<file path="src/rtl/control_fsm.sv">
// Multi-cycle RV32 subset control FSM: sequences fetch, decode, execute,
// memory and writeback phases and drives the datapath strobes.
// Ports: clk, reset (sync, active-high); Instruction_i, Zero_i, Mem_Ready_i in;
// ALU/mux selects, memory/IR/PC/RF strobes, Fault_o, State_o out.
module control_fsm #(
    parameter int WAIT_LIMIT = 15
) (
    input  logic        clk,
    input  logic        reset,
    input  logic [31:0] Instruction_i,
    input  logic        Zero_i,
    input  logic        Mem_Ready_i,
    output logic [3:0]  ALU_Operation_o,
    output logic [1:0]  ALU_Src_A_o,
    output logic [1:0]  ALU_Src_B_o,
    output logic        Mem_Req_o,
    output logic        Mem_Write_o,
    output logic        I_or_D_o,
    output logic        IR_Write_o,
    output logic        PC_Write_o,
    output logic        PC_Src_o,
    output logic        Reg_Write_o,
    output logic [1:0]  Mem_to_Reg_o,
    output logic        Fault_o,
    output logic [3:0]  State_o
);

    typedef enum logic [3:0] {
        FETCH  = 4'd0,
        DECODE = 4'd1,
        EXEC_R = 4'd2,
        EXEC_I = 4'd3,
        ADDR   = 4'd4,
        MEM_RD = 4'd5,
        MEM_WB = 4'd6,
        MEM_WR = 4'd7,
        ALU_WB = 4'd8,
        BRANCH = 4'd9,
        JAL    = 4'd10,
        FAULT  = 4'd15
    } state_t;

    localparam logic [3:0] OP_ADD = 4'b0000;
    localparam logic [3:0] OP_SUB = 4'b0001;
    localparam logic [3:0] OP_LUI = 4'b0010;

    localparam logic [6:0] OPC_R   = 7'b0110011;
    localparam logic [6:0] OPC_I   = 7'b0010011;
    localparam logic [6:0] OPC_LUI = 7'b0110111;
    localparam logic [6:0] OPC_LD  = 7'b0000011;
    localparam logic [6:0] OPC_ST  = 7'b0100011;
    localparam logic [6:0] OPC_BR  = 7'b1100011;
    localparam logic [6:0] OPC_JAL = 7'b1101111;

    localparam int CW = $clog2(WAIT_LIMIT + 1);

    state_t        state_q;
    state_t        state_d;
    state_t        dec_next;
    logic [CW-1:0] wait_q;
    logic          wait_hit;

    logic [6:0] opc;
    logic [2:0] f3;
    logic [6:0] f7;
    logic       is_r;
    logic       is_i;
    logic       is_lui;
    logic       is_ld;
    logic       is_st;
    logic       is_beq;
    logic       is_jal;

    assign opc = Instruction_i[6:0];
    assign f3  = Instruction_i[14:12];
    assign f7  = Instruction_i[31:25];

    assign is_r   = (opc == OPC_R) && (f3 == 3'b000) &&
                    ((f7 == 7'b0000000) || (f7 == 7'b0100000));
    assign is_i   = (opc == OPC_I) && (f3 == 3'b000);
    assign is_lui = (opc == OPC_LUI);
    assign is_ld  = (opc == OPC_LD) && (f3 == 3'b010);
    assign is_st  = (opc == OPC_ST) && (f3 == 3'b010);
    assign is_beq = (opc == OPC_BR) && (f3 == 3'b000);
    assign is_jal = (opc == OPC_JAL);

    // This cycle would be the WAIT_LIMIT-th consecutive unanswered request.
    assign wait_hit = (wait_q == CW'(WAIT_LIMIT - 1));

    always_comb begin
        dec_next = FAULT;
        unique case (1'b1)
            is_r:           dec_next = EXEC_R;
            is_i, is_lui:   dec_next = EXEC_I;
            is_ld, is_st:   dec_next = ADDR;
            is_beq:         dec_next = BRANCH;
            is_jal:         dec_next = JAL;
            default:        dec_next = FAULT;
        endcase
    end

    always_ff @(posedge clk) begin
        if (reset) begin
            state_q <= FETCH;
            wait_q  <= '0;
        end else begin
            state_q <= state_d;
            // Staying put while requesting means memory did not answer.
            if ((state_d != state_q) || !Mem_Req_o)
                wait_q <= '0;
            else
                wait_q <= wait_q + 1'b1;
        end
    end

    always_comb begin
        state_d = state_q;
        case (state_q)
            FETCH: begin
                if (Mem_Ready_i)   state_d = DECODE;
                else if (wait_hit) state_d = FAULT;
            end
            DECODE: state_d = dec_next;
            EXEC_R: state_d = ALU_WB;
            EXEC_I: state_d = ALU_WB;
            ALU_WB: state_d = FETCH;
            ADDR:   state_d = (opc == OPC_LD) ? MEM_RD : MEM_WR;
            MEM_RD: begin
                if (Mem_Ready_i)   state_d = MEM_WB;
                else if (wait_hit) state_d = FAULT;
            end
            MEM_WB: state_d = FETCH;
            MEM_WR: begin
                if (Mem_Ready_i)   state_d = FETCH;
                else if (wait_hit) state_d = FAULT;
            end
            BRANCH: state_d = FETCH;
            JAL:    state_d = FETCH;
            FAULT:  state_d = FAULT;
            default: state_d = FAULT;
        endcase
    end

    always_comb begin
        ALU_Operation_o = OP_ADD;
        ALU_Src_A_o     = 2'b00;
        ALU_Src_B_o     = 2'b00;
        Mem_Req_o       = 1'b0;
        Mem_Write_o     = 1'b0;
        I_or_D_o        = 1'b0;
        IR_Write_o      = 1'b0;
        PC_Write_o      = 1'b0;
        PC_Src_o        = 1'b0;
        Reg_Write_o     = 1'b0;
        Mem_to_Reg_o    = 2'b00;
        Fault_o         = 1'b0;
        case (state_q)
            FETCH: begin
                Mem_Req_o = 1'b1;
                if (Mem_Ready_i) begin
                    IR_Write_o  = 1'b1;
                    PC_Write_o  = 1'b1;
                    ALU_Src_B_o = 2'b01;
                end
            end
            DECODE: begin
                ALU_Src_A_o = 2'b01;
                ALU_Src_B_o = 2'b10;
            end
            EXEC_R: begin
                ALU_Src_A_o = 2'b10;
                if (f7 == 7'b0100000) ALU_Operation_o = OP_SUB;
            end
            EXEC_I: begin
                ALU_Src_B_o = 2'b10;
                if (opc == OPC_LUI) ALU_Operation_o = OP_LUI;
                else                ALU_Src_A_o = 2'b10;
            end
            ALU_WB: Reg_Write_o = 1'b1;
            ADDR: begin
                ALU_Src_A_o = 2'b10;
                ALU_Src_B_o = 2'b10;
            end
            MEM_RD: begin
                Mem_Req_o = 1'b1;
                I_or_D_o  = 1'b1;
            end
            MEM_WB: begin
                Reg_Write_o  = 1'b1;
                Mem_to_Reg_o = 2'b01;
            end
            MEM_WR: begin
                Mem_Req_o   = 1'b1;
                Mem_Write_o = 1'b1;
                I_or_D_o    = 1'b1;
            end
            BRANCH: begin
                ALU_Src_A_o     = 2'b10;
                ALU_Operation_o = OP_SUB;
                PC_Src_o        = 1'b1;
                PC_Write_o      = Zero_i;
            end
            JAL: begin
                Reg_Write_o  = 1'b1;
                Mem_to_Reg_o = 2'b10;
                PC_Write_o   = 1'b1;
                PC_Src_o     = 1'b1;
            end
            FAULT: Fault_o = 1'b1;
            default: Fault_o = 1'b0;
        endcase
    end

    assign State_o = state_q;

endmodule

</file>
<file path="config.mk">
export PLATFORM = sky130hd
export DESIGN_NAME = control_fsm
export DESIGN_NICKNAME = d
export VERILOG_FILES = /design/src/rtl/control_fsm.sv
export SDC_FILE = /design/constraint.sdc
export NUM_CORES = 1
export LEC_CHECK = 0
export BUFFER_PORTS_ARGS = -buffer_cell sky130_fd_sc_hd__buf_2
export CAP_MARGIN = 40
export CORE_MARGIN = 3
export CORE_UTILIZATION = 36
export DETAILED_ROUTE_END_ITERATION = 10
export PLACE_DENSITY = 0.75
export SLEW_MARGIN = 20
export SYNTH_ARGS = -nofsm -noshare
export SYNTH_HDL_FRONTEND = slang
export SYNTH_SLANG_ARGS = --single-unit
</file>
<file path="constraint.sdc">
create_clock -name clk -period 1.75 [get_ports clk]
set_clock_uncertainty 0.15 [all_clocks]
set_input_delay 0.0875 -clock clk [delete_from_list [all_inputs] [get_ports clk]]
set_output_delay 0.0875 -clock clk [all_outputs]
set_load 0.01 [all_outputs]
</file>
## Word level (Yosys, flattened, before mapping)

Index checks and enable logic that the tools add are counted.

- Register bits after elaboration: 8
- Bits of input ports: 36
- Output and inout port bits: 22
- Logic and storage cells: 72

- Add/sub/neg operators: 1
- Eq/ne operators: 22
- Multiplexer cells: 24
- Reductions and logical operators: 23

Operator list:

| cell | count |
|---|---|
| $eq A7 B6 Y1 const B | 4 |
| $pmux W4 S7 | 1 |
| $eq A4 B4 Y1 const B | 5 |
| $pmux W4 S5 | 1 |
| $eq A4 B3 Y1 const B | 4 |
| $mux W4 | 4 |
| $eq A7 B7 Y1 const B | 2 |
| $pmux W2 S3 | 2 |
| $reduce_or A2 Y1 | 6 |
| $reduce_or A3 Y1 | 4 |
| $mux W1 | 10 |
| $eq A4 B2 Y1 const B | 2 |
| $pmux W2 S2 | 2 |
| $eq A7 B2 Y1 const B | 1 |
| $eq A7 B5 Y1 const B | 1 |
| $logic_not A7 Y1 | 1 |
| $logic_and A1 B1 Y1 | 6 |
| $mux W2 | 3 |
| $add A4 B1 Y4 const B | 1 |
| $eq A4 B1 Y1 const B | 1 |
| $logic_not A4 Y1 | 1 |
| $ne A4 B4 Y1 | 1 |
| $reduce_or A4 Y1 | 1 |
| $eq A3 B2 Y1 const B | 1 |
| 4 further kinds | 5 |

## Logic depth before layout (Yosys ltp)

- Word-level depth: 8
- Gate-level depth with buffers: 9
- Mapped depth without buffers: 8

## Least setup slack after synthesis

OpenSTA, ideal clock, no wires.

- Path type: reg2reg
- Start point: register wait_q[0]
- End point: register wait_q[2]
- Library setup time: 0.092 ns
- Arrival: 1.623 ns
- Required time: 1.508 ns
- Path slack: -0.115 ns
- Cell stages (with the launch flop): 10
- Path buffers: 1
- Period minus slack after synthesis: 1.865 ns
- Cells stage by stage: dfxtp_1 inv_1 ha_1 and3_1 buf_4 o22ai_1 o32ai_1 nor3b_2 o22ai_2 nor4_1

- Longest elaborated chain between the ends: 7
- Elaborated cells on any way between the ends: 10
- Those cells by class: add/sub: 1; eq/ne: 2; mux: 5; reduce/logical: 2

RTL lines:

| element | RTL line | RTL |
|---|---|---|
| start, declared | 60 | `logic [CW-1:0] wait_q;` |
| start signal, assigned | 112 | `wait_q <= wait_q + 1'b1;` |
| $eq A4 B4 Y1 | 88 | `assign wait_hit = (wait_q == CW'(WAIT_LIMIT - 1));` |
| $mux W4 | 121, 130, 135 |  |
| $mux W4, on equally long branches | 134, 120, 129 |  |
| $pmux W4 S7 | 118 | `case (state_q)` |
| $ne A4 B4 Y1 | 109 | `if ((state_d != state_q) \|\| !Mem_Req_o)` |
| $logic_or A1 B1 Y1 | 109 |  |
| $reduce_or A2 Y1 (no source line) | n/a |  |

Several ways; a longest one is shown, not always the timed one.
A chain may end at the register's enable or synchronous reset.

## Final worst setup path

- Start point: register state_q[0] (netlist: State_o[0])
- End point: register wait_q[1]

- Longest elaborated chain between the ends: 6
- Elaborated cells on any way between the ends: 24
- Those cells by class: eq/ne: 11; mux: 6; reduce/logical: 7

RTL lines:

| element | RTL line | RTL |
|---|---|---|
| start, declared | 57 | `state_t state_q;` |
| start signal, assigned | 107 | `state_q <= state_d;` |
| $eq A4 B4 Y1 (tied with other cells) | 118 |  |
| $reduce_or A4 Y1 (no source line) (tied with other cells) | n/a |  |
| $pmux W4 S7 / $mux W1 (equally long branches) | 118, 157 |  |
| $ne A4 B4 Y1 / $logic_not A1 Y1 (equally long branches) | 109 |  |
| $logic_or A1 B1 Y1 (*) | 109 |  |
| $reduce_or A2 Y1 (no source line) (*) | n/a |  |

Every way passes the cells marked *; elsewhere a longest branch is shown, timed or not.

==> results.py <==
metrics = {
    "floorplan": {
        "core_um2": 2590,
        "dieArea_um2": 3500,
        "io_pins": 58,
        "die_w_um": 59.1,
        "start_util_pct": 39.2,
        "die_h_um": 59.1,
        "num_rows": 18,
    },
    "synthesis": {
        "synth-seq-cells": 8,
        "seq_area_frac_synth_pct": 15.8,
        "synthFlopType": "dfxtp_1",
        "synth_edf_count": 0,
        "ys_types": 52,
        "yosysWarnings": 0,
        "yosys-top-cells-count": "nor2_1, nand2_1, dfxtp_1",
        "avgSynthCellArea_um2": 7.15,
        "syn-cell-area_um2": 1020,
        "netlist_instances": 142,
        "synthMostInstantiatedCell": "nor2_1",
        "synth_top_area_cell": "dfxtp_1",
        "ys_top_cells_by_area": "dfxtp_1, nor2_1, nor4_1",
        "postSynth.asyncResetShare_pct": 0,
        "synth_top_area_share_pct": 15.8,
    },
    "timing": {
        "fmax_mhz": 570,
        "final_max_slew_viol_count": 0,
        "finalSetupViolations": 1,
        "hold_viol": 0,
        "fin_crit_sh_pct": 100,
        "layout_setup_ws_ns": -0.00376,
        "rsz0062_at_grt": "true",
        "period_minus_slack_ns": 1.75,
        "whs_ns": 0.182,
        "fin_tns_setup_ns": -0.00376,
    },
    "place": {
        "port_buffers": 40,
        "pre_cts_ws_ns": -0.225,
        "place_hpwl_mm": 2.45,
        "place.gp.congestion": 0.833,
    },
    "worst_setup_path": {
        "cp.required_ns": 1.77,
        "end_kind": "register",
        "critPathMaxFanout": 5,
        "crit_arrival_ns": 1.77,
        "crit_type": "register to register",
        "start_kind": "register",
    },
    "grt": {
        "grt_pass1_vias": 1173,
        "grt_overflow_total": 0,
        "grt_usage_pct": 18.4,
        "antenna_found_initial": 0,
        "grt_pass1_wl_mm": 5.07,
        "grt_max_degree": 16,
    },
    "clock_tree": {
        "htreeDepth": 1,
        "cts_tree": "built",
        "cts_root_buffer": "clkbuf_4",
        "path_clk_slew_ns": 0.06,
        "clockBufferDepth": 2,
        "clock-sinks": 8,
        "cts_inserted_buffers": 3,
        "clock_latency_ns": 0.27,
    },
    "power_and_ir_drop": {
        "power.density_nw_per_um2": 1480,
        "p_switching_mw": 1.13,
        "netSwitchingFraction_pct": 47.8,
        "combPwrFrac_pct": 79.5,
        "irDropWorstVdd_mv": 1.12,
        "clkPwrFrac_pct": 6.2,
        "seq_power_share_pct": 14.3,
        "p_leak_nw": 0.724,
        "internal_power_mw": 1.23,
    },
    "routing": {
        "drcViolationCount": 0,
        "vias": 1329,
        "drt_wl_total_mm": 3.20,
        "drt_iter0_drc": 57,
        "drtAntennaViolNets": 0,
        "viasPerCell": 5.49,
        "wl_per_cell_um": 13.2,
        "drtPass1Iterations": 4,
    },
    "job": {
        "maxCapViolCount": 0,
    },
    "finish": {
        "syn_to_final_growth_pct": 56.9,
        "antenna_cells": 0,
        "drive_above_1_share_pct": 50.9,
        "layout.nets": 252,
        "fillCellCount": 231,
    },
    "min_path": {
        "hp-class": "primary input to register",
    },
    "status": {
        "status": "complete, but fails checks",
        "violations": "setup timing",
    },
}
[sequential cells by signal, indices dropped and copies added, names as in the netlist]
| register | cells |
|---|---|
| wait_q | 4 |
| State_o | 4 |
[per-layer routing]
| layer | global-route usage (%) | share of wire [%] | vias to the layer above |
|---|---|---|---|
| met2 | 30.8 | 47 | 42 |
| li1 | - | - | 667 |
| met4 | 6.15 | 1.3 | 0 |
| met1 | 24.2 | 47 | 615 |
| met5 | 0 | 0 | - |
| met3 | 2.40 | 5.0 | 5 |
[stage by stage]
stage	utilization [%]	cell area, um2	power [mW]	std cells
finish	61.5	1590	2.36	242
CTS	58.2	1510	2.18	241
global route	61.5	1590	2.55	242
global placement	56.3	1460	1.97	236
detailed placement	56.3	1460	1.99	236
floorplan	-	1050	1.29	143
[worst paths after layout]
kind / from / endpoint / slack [ns] / depth (start not counted)
setup reg to reg: State_o[0] / wait_q[1] / -0.004 / 6
setup / recovery: State_o[0] / wait_q[1] / -0.004 / 6
hold reg to reg: wait_q[0] / wait_q[0] / 0.39 / 2
hold / removal: Mem_Ready_i / State_o[1] / 0.18 / 5
[layout by cell type (no fill, tap or decap), types with 3 or more instances in the layout]
cell type and count:
buf_4 34, nand3_1 3, nand2_1 9, dfxtp_1 4
nand2b_1 5, buf_2 40, o21ai_0 5, nor4_1 3
a211oi_1 4, clkbuf_4 3, nor2b_1 3, nor3_1 4
o21ai_1 3, a21oi_1 7, nor2_1 17, nor4_2 4
[critical path, cell delays in order, from the launching register on]
cell	delay, ns
dfxtp_4	0.36
or4_4	0.42
o22ai_2	0.12
o32ai_2	0.11
nor3b_2	0.20
o22ai_2	0.14
nor4_1	0.17
[area by class of cell]
class / count / area [um2] / area share [%]
Multi-Input combinational cell: 119 / 841 / 52.7
Timing Repair Buffer: 78 / 508 / 31.9
Sequential cell: 8 / 170 / 10.7
Tap cell: 30 / 37.5 / 2.35
Clock buffer: 3 / 22.5 / 1.41
Inverter: 4 / 15.0 / 0.942
[power by group through the flow]
stage          Sequential (mW)  Combinational [mW]  Clock [mW]
2_1_floorplan            0.308               0.984           0
6_report                 0.337                1.88       0.147
5_1_grt                  0.345                2.05       0.158
4_1_cts                  0.320                1.71       0.151
3_3_place_gp             0.321                1.64           0
3_5_place_dp             0.318                1.68           0
[logic make-up after synthesis]
family,after synthesis,synth area share [%]
mux,1,1.11
fa+ha+maj,2,2.46
flops,8,15.8
simple gates,75,43.1
compound gates,37,24.5
buf+inv,16,11.0
other cells,1,0.369
xor+xnor,2,1.72
[repair_timing]
action / CTS / global route
pin swaps: 6 / 4
gates resized for setup: 4 / 18
setup buffers: 1 / 2
endpoints found under the hold margin: 4 / 0
setup endpoints to repair: 10 / 11
hold buffers: 1 / 0
cloned: 0 / 0
No activity file was read; power rests on OpenSTA's default activity.
